`config.mk`:
```
export PLATFORM = sky130hd
export DESIGN_NAME = apb_reg_slave
export DESIGN_NICKNAME = d
export VERILOG_FILES = /design/src/rtl/apb_slv_pkg.sv /design/src/rtl/apb_slv_regfile.sv /design/src/rtl/apb_reg_slave.sv
export SDC_FILE = /design/constraint.sdc
export NUM_CORES = 1
export LEC_CHECK = 0
export CORE_UTILIZATION = 50
export DETAILED_ROUTE_END_ITERATION = 7
export PLACE_DENSITY_LB_ADDON = 0.25
export SETUP_SLACK_MARGIN = 0.4
export SLEW_MARGIN = 20
export SYNTH_ARGS = -nofsm -noshare
export SYNTH_HDL_FRONTEND = slang
export SYNTH_SLANG_ARGS = --single-unit
```
`constraint.sdc`:
```
create_clock -name HCLK -period 2.15 [get_ports HCLK]
set_clock_uncertainty 0.05 [all_clocks]
set_input_delay 0.43 -clock HCLK [delete_from_list [all_inputs] [get_ports HCLK]]
set_output_delay 0.43 -clock HCLK [all_outputs]
set_load 0.03 [all_outputs]
```
`src/rtl/apb_slv_pkg.sv`:
```
// apb_slv_pkg
//   Shared types and constants for the APB register completer.
//   - apb_slv_state_t : phase the completer expects in the current cycle
//   - ID_REG_IDX      : index of the read-only identification register
//   - WAIT_CNT_W      : width of the wait-state counter
package apb_slv_pkg;

    typedef enum logic [1:0] {
        IDLE  = 2'd0,
        WAIT  = 2'd1,
        READY = 2'd2
    } apb_slv_state_t;

    localparam int unsigned ID_REG_IDX = 0;
    localparam int unsigned WAIT_CNT_W = 4;

endpackage

```
`src/rtl/apb_slv_regfile.sv`:
```
// apb_slv_regfile
//   Bank of NUM_REGS 32-bit registers. Index 0 is hardwired to ID_VALUE and
//   ignores writes; all other entries reset to 0.
//   Ports:
//     clk_i, rst_ni : clock, asynchronous active-low reset
//     we_i          : write strobe, takes effect on the rising edge
//     idx_i         : register index for both read and write
//     wdata_i       : write data
//     rdata_o       : combinational read data for idx_i
module apb_slv_regfile
    import apb_slv_pkg::*;
#(
    parameter int unsigned NUM_REGS = 8,
    parameter int unsigned IDX_W    = 3,
    parameter logic [31:0] ID_VALUE = 32'hA5B0_0001
) (
    input  logic             clk_i,
    input  logic             rst_ni,
    input  logic             we_i,
    input  logic [IDX_W-1:0] idx_i,
    input  logic [31:0]      wdata_i,
    output logic [31:0]      rdata_o
);

    logic [31:0] regs_q [NUM_REGS];

    always_ff @(posedge clk_i or negedge rst_ni) begin
        if (!rst_ni) begin
            for (int i = 0; i < int'(NUM_REGS); i++) begin
                regs_q[i] <= '0;
            end
        end else if (we_i && (idx_i != IDX_W'(ID_REG_IDX))) begin
            regs_q[idx_i] <= wdata_i;
        end
    end

    assign rdata_o = (idx_i == IDX_W'(ID_REG_IDX)) ? ID_VALUE : regs_q[idx_i];

endmodule

```
`src/rtl/apb_reg_slave.sv`:
```
// apb_reg_slave
//   APB completer with a small 32-bit register bank. Setup-phase address,
//   direction and data are latched and decoded once; the access phase then
//   runs from those latched values, optionally stretched by wait states.
//   Optional feature: define APB_SLV_WAIT_EN to insert WAIT_CYCLES wait
//   states per transfer; otherwise every transfer is zero-wait.
//   Ports:
//     HCLK, HRESETn   : clock, asynchronous active-low reset
//     PSEL, PENABLE   : APB select / access-phase indicator
//     PWRITE          : 1 = write, 0 = read
//     PADDR, PWDATA   : byte address, write data (sampled in setup only)
//     PRDATA          : read data, non-zero only in READY for a good read
//     PREADY          : high in READY; transfer completes when PSEL&PENABLE
//     PSLVERR         : error response, only in READY
//     dbg_state_o     : current FSM state
//   Handshake: a transfer completes on the rising edge where PSEL, PENABLE
//   and PREADY are all 1; PSEL or PENABLE low in WAIT/READY aborts it.
module apb_reg_slave
    import apb_slv_pkg::*;
#(
    parameter int unsigned NUM_REGS    = 8,
    parameter logic [31:0] BASE_ADDR   = 32'h0000_0000,
    parameter int unsigned WAIT_CYCLES = 2,
    parameter logic [31:0] ID_VALUE    = 32'hA5B0_0001
) (
    input  logic        HCLK,
    input  logic        HRESETn,
    input  logic        PSEL,
    input  logic        PENABLE,
    input  logic        PWRITE,
    input  logic [31:0] PADDR,
    input  logic [31:0] PWDATA,
    output logic [31:0] PRDATA,
    output logic        PREADY,
    output logic        PSLVERR,
    output logic [1:0]  dbg_state_o
);

    localparam int unsigned IDX_W = $clog2(NUM_REGS);

    apb_slv_state_t   state_q, state_d;
    logic             write_q, write_d;
    logic             err_q, err_d;
    logic [IDX_W-1:0] idx_q, idx_d;
    logic [31:0]      wdata_q, wdata_d;
`ifdef APB_SLV_WAIT_EN
    logic [WAIT_CNT_W-1:0] cnt_q, cnt_d;
`endif

    logic        setup_cyc;
    logic        access_cyc;
    logic        commit;
    logic [31:0] offset;
    logic [31:0] word_idx;
    logic        dec_err;
    logic [31:0] reg_rdata;

    assign setup_cyc  = PSEL & ~PENABLE;
    assign access_cyc = PSEL & PENABLE;

    // Unsigned wrap-around is harmless: addresses below the base are caught
    // by the explicit compare, so a wrapped offset never reaches the bank.
    assign offset   = PADDR - BASE_ADDR;
    assign word_idx = offset >> 2;
    assign dec_err  = (PADDR[1:0] != 2'b00)
                   || (PADDR < BASE_ADDR)
                   || (word_idx >= 32'(NUM_REGS))
                   || (PWRITE && (word_idx == 32'(ID_REG_IDX)));

    always_comb begin
        state_d = state_q;
        write_d = write_q;
        err_d   = err_q;
        idx_d   = idx_q;
        wdata_d = wdata_q;
        commit  = 1'b0;
`ifdef APB_SLV_WAIT_EN
        cnt_d   = cnt_q;
`endif
        case (state_q)
            IDLE: begin
                if (setup_cyc) begin
                    write_d = PWRITE;
                    err_d   = dec_err;
                    idx_d   = offset[IDX_W+1:2];
                    wdata_d = PWDATA;
`ifdef APB_SLV_WAIT_EN
                    if (WAIT_CYCLES != 0) begin
                        state_d = WAIT;
                        cnt_d   = WAIT_CNT_W'(WAIT_CYCLES - 1);
                    end else begin
                        state_d = READY;
                    end
`else
                    state_d = READY;
`endif
                end
            end
`ifdef APB_SLV_WAIT_EN
            WAIT: begin
                if (!access_cyc) begin
                    state_d = IDLE;
                    cnt_d   = '0;
                end else if (cnt_q == '0) begin
                    state_d = READY;
                end else begin
                    cnt_d = cnt_q - 1'b1;
                end
            end
`endif
            READY: begin
                // Completion and abort both leave READY; only a real
                // completion of a clean write touches the bank.
                state_d = IDLE;
                commit  = access_cyc & write_q & ~err_q;
`ifdef APB_SLV_WAIT_EN
                cnt_d   = '0;
`endif
            end
            default: state_d = IDLE;
        endcase
    end

    always_ff @(posedge HCLK or negedge HRESETn) begin
        if (!HRESETn) begin
            state_q <= IDLE;
            write_q <= 1'b0;
            err_q   <= 1'b0;
            idx_q   <= '0;
            wdata_q <= '0;
`ifdef APB_SLV_WAIT_EN
            cnt_q   <= '0;
`endif
        end else begin
            state_q <= state_d;
            write_q <= write_d;
            err_q   <= err_d;
            idx_q   <= idx_d;
            wdata_q <= wdata_d;
`ifdef APB_SLV_WAIT_EN
            cnt_q   <= cnt_d;
`endif
        end
    end

    apb_slv_regfile #(
        .NUM_REGS (NUM_REGS),
        .IDX_W    (IDX_W),
        .ID_VALUE (ID_VALUE)
    ) u_regfile (
        .clk_i   (HCLK),
        .rst_ni  (HRESETn),
        .we_i    (commit),
        .idx_i   (idx_q),
        .wdata_i (wdata_q),
        .rdata_o (reg_rdata)
    );

    assign PREADY      = (state_q == READY);
    assign PSLVERR     = PREADY & err_q;
    assign PRDATA      = (PREADY && !write_q && !err_q) ? reg_rdata : 32'h0;
    assign dbg_state_o = state_q;

endmodule

```
==> results.json <==
{
  "outcome": "finished, violations left",
  "violations": "setup timing",
  "fp.coreArea_sq_um": 22850,
  "globalplace.congestion": 0.7689,
  "final_nets": 1018,
  "vias": 7493,
  "drtIter0Drc": 336,
  "std_cell_rows": 55,
  "cp_data_required_time_ns": 1.67,
  "use_met3_pct": 3.593,
  "power_leakage_nw": 7.635,
  "place_area_sq_um": 14630,
  "postRouteAntennaNets": 0,
  "max_slew_margin_pct": 63.25,
  "ys_warn_count": 0,
  "cts_num_sinks": 262,
  "dp_hpwl_mm": 17.65,
  "path_buf_inv": 3,
  "startpoint": "idx_q[1]$_DFFE_PN0P_",
  "avgRoutedWirePerCell_um": 24.42,
  "clock_path_buffers": 3,
  "syn2layout_area_growth_pct": 42.76,
  "crit_path_end": "PRDATA[1]",
  "ioPinCount": 105,
  "die-area_sq_um": 24160,
  "overflow": 0,
  "synth_flop_cell": "dfrtp_1",
  "yosysTopAreaCell": "dfrtp_1",
  "syn_area_per_cell_sq_um": 14.84,
  "syn_area_sq_um": 11770,
  "h-tree-depth": 1,
  "critical_path.slowest_cell": "mux4_2",
  "cp_slowest_stage_delay_ns": 0.56,
  "arrival_ns": 2.29,
  "ff2ff_path_depth": 7,
  "r2r-end": "u_regfile.regs_q[166]$_DFFE_PN0P_",
  "synth.top_cell.area_share_pct": 55.70,
  "grt_max_degree": 65,
  "ys_types": 36,
  "worst-path-max-fanout": 7,
  "use_met2_pct": 46.83,
  "maxSlewViolCount": 0,
  "antenna_found_initial": 0,
  "fp.dieH_um": 155.4,
  "initial_core_util_pct": 51.52,
  "synth_cells": 793,
  "clockRootBuffer": "clkbuf_16",
  "die-width_um": 155.4,
  "power_density_nw_per_um2": 743.0,
  "synth_edf_count": 0,
  "drc": 0,
  "drive_gt1_share_pct": 58.87,
  "grt_pass1_vias": 8475,
  "insertion_delay_ns": 0.54,
  "setup_viol": 32,
  "io_buffers": 103,
  "r2r_start": "idx_q[2]$_DFFE_PN0P_",
  "cts_tree": "done",
  "cts_buffers": 28,
  "cp-start-kind": "flip-flop",
  "crit_chain": "buf_12, buf_16, mux4_2, nor2b_4, nor3_4, buf_6",
  "vdd_drop_max_uv": 670.0,
  "cp-end-kind": "output pin",
  "timing.final.hold_violations": 0,
  "wirelength_mm": 31.33,
  "clk_pin_slew_ns": 0.06,
  "r2r_slack_ns": 0.06,
  "syn-num-nets": 862,
  "rsz0062_at_grt": "yes",
  "hold_path_class": "in -> async",
  "layout_setup_ws_ns": -0.6221,
  "synth_top_cells_by_area": "dfrtp_1, mux2_2, mux4_2",
  "cap_violations": 0,
  "diodes": 0,
  "cp.depth": 6,
  "crit_family": "multiplexers",
  "fmax_ghz": 0.3607,
  "fin_area_sq_um": 16800,
  "post-route-period-util_pct": 128.9,
  "ys_seq_area_share_pct": 55.70,
  "period_needed_ns": 2.772,
  "critPathKind": "reg -> out",
  "worst_slew_pin_slew_ns": 0.5512,
  "grtUsageMet1_pct": 35.68,
  "synth-async-reset-ratio_pct": 100.0,
  "firstDrtPassIters": 4,
  "synth_seq_cells": 262,
  "grt-busiest-layer": "met2",
  "holdWs_ns": 0.3991,
  "grt_usage_pct": 27.16,
  "grt_pass1_wl_mm": 49.87,
  "vias_per_cell": 5.840
}
## kinds of logic after synthesis
family / synth area share, %
AND/OR/NAND/NOR: 4.635
other: 0.03186
AO/OA/AOI/OAI: 3.093
flip-flops: 55.70
buffers and inverters: 2.870
multiplexers: 33.67
## per-layer routing
layer,wire (um),share of wire (%),vias up
li1,-,-,3243
met1,13130,42,4020
met2,16330,52,169
met3,1035,3.3,61
met4,839,2.7,0
met5,0,0,-
## repair_timing
item | in CTS | in global routing
resized for setup | 141 | 34
cloned | 10 | 1
buffers inserted | 12 | 3
pin swaps | 17 | 11
endpoints found under the setup margin | 259 | 257
hold buffers | 1 | 0
hold endpoints to repair | 55 | 0
## cell usage in the layout, fill, tap and decap left out, drive strengths merged, types with 10 or more instances in the layout
| master | n |
|---|---|
| mux2 | 283 |
| dfrtp | 262 |
| buf | 115 |
| clkdlybuf4s50 | 67 |
| clkbuf | 44 |
| mux4 | 30 |
| nor3 | 26 |
| nor2b | 25 |
| a221oi | 23 |
| nor2 | 18 |
| a21oi | 12 |
| nand2 | 11 |
| mux2i | 10 |
## worst min-delay path by stage
stage                     slack (ns)  cells after the start                               end     from
after global routing            0.44                      2            wdata_q[5]$_DFFE_PN0P_  HRESETn
after CTS                       0.41                      2            wdata_q[5]$_DFFE_PN0P_  HRESETn
after global placement          0.37                      1            wdata_q[5]$_DFFE_PN0P_  HRESETn
after detailed placement        0.37                      1            wdata_q[5]$_DFFE_PN0P_  HRESETn
final                           0.40                      2  u_regfile.regs_q[37]$_DFFE_PN0P_  HRESETn
after floorplan                 0.08                      0        dbg_state_o[1]$_DFFE_PN0P_  HRESETn
## report_power, final
part           switching, mW  leakage [nW]  internal (mW)
Sequential             0.323          3.57           5.08
Combinational          0.946          3.57          0.973
Clock                   1.95         0.494           3.21
Total                   3.22          7.63           9.26
## final cells by class
class | instances | area, sq um
Timing Repair Buffer | 184 | 2525
Inverter | 3 | 11.26
Sequential cell | 262 | 6569
Clock buffer | 43 | 858.3
Fill cell | 1384 | 6045
Clock inverter | 8 | 140.1
Tap cell | 313 | 391.6
Multi-Input combinational cell | 470 | 6307
## cells in the mapped netlist, types with 2 or more instances
master    instances
mux2_2          268
dfrtp_1         262
mux4_2           30
nor2b_1          25
nor3_1           25
a221oi_1         23
buf_4            23
buf_2            18
mux2_1           15
clkbuf_1         14
a21oi_1          12
nor2_1           12
nand2_1          11
mux2i_1          10
nor4_1            7
a211o_1           6
nor2_2            6
buf_1             3
inv_1             3
nand2b_1          2
nand4_1           2
o22ai_1           2
## per-stage QoR
step	instances	total power [mW]	TNS, ns	util (%)	setup WS [ns]
2_1_floorplan	793	6.358	0	-	0.2132
4_1_cts	1279	12.49	-17.35	72.76	-0.6100
3_3_place_gp	1205	6.988	-52.73	64.02	-0.2995
3_5_place_dp	1205	7.046	-52.89	64.02	-0.3291
6_report	1283	12.48	-17.13	73.54	-0.6221
5_1_grt	1283	12.90	-19.22	73.54	-0.6609
## worst reg2reg max path, stage by stage (launching register included)
cell and delay (ns):
dfrtp_4 0.57, buf_16 0.22, nand3b_1 0.20, buf_6 0.16
nor2_4 0.12, buf_12 0.18, buf_16 0.17, mux2_4 0.31
## registers in the layout, indices dropped and copies added, names as in the netlist
name,flops
wdata_q,32
idx_q,3
write_q,1
err_q,1
dbg_state_o,1
u_regfile.regs_q,224
(Power assumes the default switching activity.)
